### src/rtl/jam_sched_if.sv
// jam_sched_if: permutation handshake, cost-table port and result outputs of jam_sched
interface jam_sched_if;
  logic perm_valid;
  logic [23:0] perm_job;
  logic perm_last;
  logic perm_ready;
  logic [2:0] W;
  logic [2:0] J;
  logic [7:0] Cost;
  logic [3:0] MatchCount;
  logic [9:0] MinCost;
  logic Valid;
  modport master(output perm_valid, perm_job, perm_last, Cost,
                 input perm_ready, W, J, MatchCount, MinCost, Valid);
  modport slave(input perm_valid, perm_job, perm_last, Cost,
                output perm_ready, W, J, MatchCount, MinCost, Valid);
endinterface

### src/rtl/jam_sched.sv
// jam_sched: scores 8x8 assignment permutations, tracks the minimum cost and how many permutations hit it
module jam_sched (
  input logic CLK,
  input logic RST,
  jam_sched_if.slave bus
);
  localparam logic [1:0] IDLE = 2'd0;
  localparam logic [1:0] FETCH = 2'd1;
  localparam logic [1:0] CMP = 2'd2;
  localparam logic [1:0] DONE = 2'd3;
  logic [1:0] state;
  logic [23:0] job;
  logic last;
  logic [10:0] sum;
  logic [10:0] best;
  logic [2:0] k;
  logic [3:0] count;
  logic fresh;
  logic [10:0] eb;
  logic [3:0] ec;
  // a fresh run compares against an empty record while outputs still show the old one
  always_comb begin
    eb = fresh ? 11'h7ff : best;
    ec = fresh ? 4'd0 : count;
  end
  assign bus.perm_ready = state == IDLE;
  assign bus.W = state == FETCH ? k : 3'd0;
  assign bus.J = state == FETCH ? job[3*k +: 3] : 3'd0;
  assign bus.MatchCount = count;
  assign bus.MinCost = best[10] ? 10'h3ff : best[9:0];
  assign bus.Valid = state == DONE;
  always_ff @(posedge CLK or posedge RST) begin
    if (RST) begin
      state <= IDLE;
      job <= '0;
      last <= 1'b0;
      sum <= '0;
      k <= '0;
      best <= 11'h7ff;
      count <= '0;
      fresh <= 1'b1;
    end else begin
      case (state)
        IDLE: if (bus.perm_valid) begin
          job <= bus.perm_job;
          last <= bus.perm_last;
          sum <= '0;
          k <= '0;
          state <= FETCH;
        end
        FETCH: begin
          sum <= sum + {3'd0, bus.Cost};
          k <= k + 3'd1;
          state <= k == 3'd7 ? CMP : FETCH;
        end
        CMP: begin
          best <= sum < eb ? sum : eb;
          count <= sum < eb ? 4'd1 : sum == eb ? (ec == 4'd15 ? ec : ec + 4'd1) : ec;
          fresh <= 1'b0;
          state <= last ? DONE : IDLE;
        end
        default: begin
          fresh <= 1'b1;
          state <= IDLE;
        end
      endcase
    end
  end
endmodule

### src/flat_wrapper.sv
// flat-port wrapper written by rule: the top's interface ports become plain ports
module jam_sched_flat 
  (CLK, RST, bus_perm_valid, bus_perm_job, bus_perm_last, bus_Cost, bus_perm_ready, bus_W, bus_J, bus_MatchCount, bus_MinCost, bus_Valid);
  jam_sched_if bus_i ();
  input logic CLK;
  input logic RST;
  input wire logic [$bits(bus_i.perm_valid)-1:0] bus_perm_valid;
  input wire logic [$bits(bus_i.perm_job)-1:0] bus_perm_job;
  input wire logic [$bits(bus_i.perm_last)-1:0] bus_perm_last;
  input wire logic [$bits(bus_i.Cost)-1:0] bus_Cost;
  output wire logic [$bits(bus_i.perm_ready)-1:0] bus_perm_ready;
  output wire logic [$bits(bus_i.W)-1:0] bus_W;
  output wire logic [$bits(bus_i.J)-1:0] bus_J;
  output wire logic [$bits(bus_i.MatchCount)-1:0] bus_MatchCount;
  output wire logic [$bits(bus_i.MinCost)-1:0] bus_MinCost;
  output wire logic [$bits(bus_i.Valid)-1:0] bus_Valid;
  assign bus_i.perm_valid = bus_perm_valid;
  assign bus_i.perm_job = bus_perm_job;
  assign bus_i.perm_last = bus_perm_last;
  assign bus_i.Cost = bus_Cost;
  assign bus_perm_ready = bus_i.perm_ready;
  assign bus_W = bus_i.W;
  assign bus_J = bus_i.J;
  assign bus_MatchCount = bus_i.MatchCount;
  assign bus_MinCost = bus_i.MinCost;
  assign bus_Valid = bus_i.Valid;
  jam_sched u_core (.CLK(CLK), .RST(RST), .bus(bus_i));
endmodule
### config.mk
export PLATFORM = sky130hd
export DESIGN_NAME = jam_sched_flat
export DESIGN_NICKNAME = d
export VERILOG_FILES = /design/src/rtl/jam_sched_if.sv /design/src/rtl/jam_sched.sv /design/src/flat_wrapper.sv
export SDC_FILE = /design/constraint.sdc
export NUM_CORES = 1
export LEC_CHECK = 0
export ABC_AREA = 0
export BUFFER_PORTS_ARGS = -buffer_cell sky130_fd_sc_hd__buf_2
export CAP_MARGIN = 20
export CORE_ASPECT_RATIO = 1.5
export CORE_MARGIN = 2
export CORE_UTILIZATION = 58
export CTS_BUF_LIST = sky130_fd_sc_hd__clkbuf_4
export DETAILED_ROUTE_END_ITERATION = 10
export PLACE_DENSITY_LB_ADDON = 0.1
export SLEW_MARGIN = 15
export SYNTH_ARGS = -nofsm -noshare
export SYNTH_HDL_FRONTEND = slang
export SYNTH_SLANG_ARGS = --single-unit
### constraint.sdc
create_clock -name CLK -period 3.1 [get_ports CLK]
set_input_delay 0.62 -clock CLK [delete_from_list [all_inputs] [get_ports CLK]]
set_output_delay 0.62 -clock CLK [all_outputs]
set_load 0.005 [all_outputs]
==> impl_metrics.ini <==
[logic_synthesis]
synth_area_leaders = dfrtp_1 34%, nand2_1 11%, dfstp_2 9.6%
synth.distinct_cells = 43
seq_area_frac_synth_pct = 43.97
syn_nets = 402
synth_top_area_share_pct = 34.35
synth_area_per_cell_um2 = 9.557
ys.warnings.count = 0
muxShareOfSynthArea_pct = 6.603
synth_xor_area_share_pct = 1.603
yosys.area_share.simple_pct = 20.88
synthCells = 343
netlist_area_um2 = 3278
yosysTopAreaCell = dfrtp_1
synth-seq-cells = 57
synth-compound-area-share_pct = 14.66
synth_top_family_by_area = simple AND/OR/NAND/NOR gates
synthAdderAreaFrac_pct = 9.008

[power_and_ir_drop]
p_seq_share_pct = 38.9
power_density_nw_per_um2 = 1045
leakage_nw = 1.813
power.share.clock_pct = 13.3
p_sw_share_pct = 40.95
p_int_mw = 2.309
vdd_drop_max_uv = 606.5
total_power_mw = 3.911
switchingPower_mw = 1.601
p_comb_share_pct = 47.8

[sta]
skew_ps = 15.62
slew_headroom_pct = 52.25
rsz0062_at_grt = no
fin_setup_tns_ps = 0
post-route-period-util_pct = 84.72
setup_viol = 0
period_needed_ps = 2626
final_hold_viol_count = 0
worst_pin_slew_ps = 716.2
timing.fmax_mhz = 380.8
slew_violations = 0

[clock_tree]
cts_made_buffers = 9
cts_buffer_depth = 2
cts-root-buf = clkbuf_4
numClockSinks = 57
hold_buffers = 0
clk_pin_slew_ps = 100
post_cts_buffers = 0
clk_latency_ps = 400
cts_tree = yes
post_cts_resized = 0
cts_max_level = 3

[critical_path]
crit_required_ps = 3440
arrival_ps = 2970
crit_fanout = 17
worstSetupPathType = reg2reg
end_kind = flip-flop
critPathLaunchType = flip-flop

[global_routing]
gr-total-overflow = 0
grt_max_degree = 58
grt_antenna_before_repair = 0
grt_use_total_pct = 25.22
grt_pass1_wl_um = 11870
grt_pass1_vias = 2621

[drt]
dr.pass1.iters = 4
dr_total_vias = 2598
ant_nets = 0
drtIter0Drc = 114
drt-vias-per-instance = 5.481
wl_per_cell_um = 14.49
drt_wl_total_um = 6868
post-route-drc-count = 0

[cells_and_area]
postLayoutCellArea_um2 = 3741
final_layout_size_suffix_gt1_share_pct = 28.96
fin_util_pct = 68.64
n_antenna_cell = 0
syn2layout_area_growth_pct = 14.12
nNetsFinal = 458

[floorplan]
rows = 33
die_y_um = 96.08
pin_count = 58
die_area_um2 = 6282
coreArea_um2 = 5450
die_w_um = 65.39
start_util_pct = 60.15

[placement]
port-buffer-count = 57
place_area_um2 = 3607
dp_hpwl_um = 5136
globalplace.congestion = 0.8169

[hold_path]
hp-class = in2async

[run_status]
outcome = finished clean

[run]
max_cap_violations = 0
==> synth_stat cells <==
master,count
nand2_1,95
dfrtp_1,45
ha_1,22
nor2_1,18
o21ai_0,15
clkbuf_1,13
dfstp_2,12
or2_2,11
o22a_1,10
nand3_1,9
inv_1,7
mux2i_1,7
o31ai_1,7
a21oi_1,6
mux4_2,6
o211ai_1,6
and2_1,5
nor2b_1,5
a211oi_1,4
nand2b_1,4
xor2_1,4
a21oi_2,3
a31oi_1,3
nor3_1,3
buf_6,2
nand4_1,2
o21bai_1,2
xnor2_1,2
a2111o_1,1
a2111oi_4,1
a21o_1,1
a311oi_4,1
and4_1,1
buf_2,1
clkbuf_2,1
fa_1,1
mux2_2,1
nand2_2,1
nand3b_1,1
o21ai_2,1
o22a_2,1
o41ai_1,1
or2_4,1
==> path summary, 6_finish.rpt <==
path	startpoint	endpoint	slack [ps]	cells past startpoint
hold / removal	RST	u_core.job[2]	390	3
max in group asynchronous	RST	u_core.sum[0]	2220	3
setup reg to reg	u_core.fresh	u_core.best[9]	470	7
hold reg to reg	u_core.job[1]	u_core.job[1]	480	2
setup / recovery	u_core.fresh	u_core.best[9]	470	7
min in group CLK	bus_perm_job[15]	u_core.job[15]	400	3
==> power groups by stage <==
stage	sequential, mW	combinational [mW]	clock, mW
2_1_floorplan	1.34	1.50	0
3_3_place_gp	1.51	1.81	0
3_5_place_dp	1.54	1.87	0
4_1_cts	1.52	1.88	0.539
5_1_grt	1.57	2.14	0.580
6_report	1.52	1.87	0.521
==> stage by stage <==
step	worst slack [ps]	instances	hold slack, ps
after detailed placement	536.8	458	463.1
after global placement	605.6	458	452.9
after global routing	267.0	474	354.4
after CTS	443.0	474	365.1
after floorplan	660.5	343	440.3
final	473.7	474	393.8
==> state kept, by name (all words and copies together) (netlist names) <==
| register | cells |
|---|---|
| u_core.last | 1 |
| u_core.best | 11 |
| u_core.sum | 11 |
| u_core.k | 3 |
| u_core.fresh | 1 |
| u_core.state | 2 |
| u_core.job | 24 |
| u_core.bus.MatchCount | 4 |
==> critical path, cell delays in order, from the launching register on <==
cell	delay, ps
dfstp_2	710
nor2_1	90
ha_1	320
a211oi_1	230
nor2_1	120
a2111o_1	410
a21oi_2	440
o22a_2	240
==> layer usage <==
layer  track usage (%)  vias up  share of wire [%]
met3             7.485       11                3.9
met1             29.03     1217                 41
met5                 0        -                  0
li1                  -     1308                  -
met2             43.88       62                 53
met4             9.896        0                2.2
==> layout make-up <==
cell class | count | area, um2
multi-input cells | 262 | 1729
clock inverters | 6 | 58.81
fillers | 468 | 1709
repair buffers | 62 | 322.8
well taps | 70 | 87.58
clock buffers | 10 | 75.07
inverters | 7 | 26.28
flip-flops and latches | 57 | 1441
==> cells in the final DEF, fill, tap and decap left out, drive strengths merged, types with 9 or more instances in the layout <==
master   n
dfrtp   45
clkbuf  10
or2     12
ha      22
o22a    11
buf     62
nor2    18
o21ai   16
a21oi    9
nand3    9
dfstp   12
nand2   96
==> kinds of logic after synthesis <==
| kind of cell | count (synthesis) |
|---|---|
| and+or+nand+nor | 156 |
| AOI/OAI and AO/OA | 63 |
| adders and majority gates | 23 |
| muxes | 14 |
| DFF | 57 |
| xor gates and xnor gates | 6 |
| buffers and inverters | 24 |
Note: power is estimated with default switching activity, not from simulation.
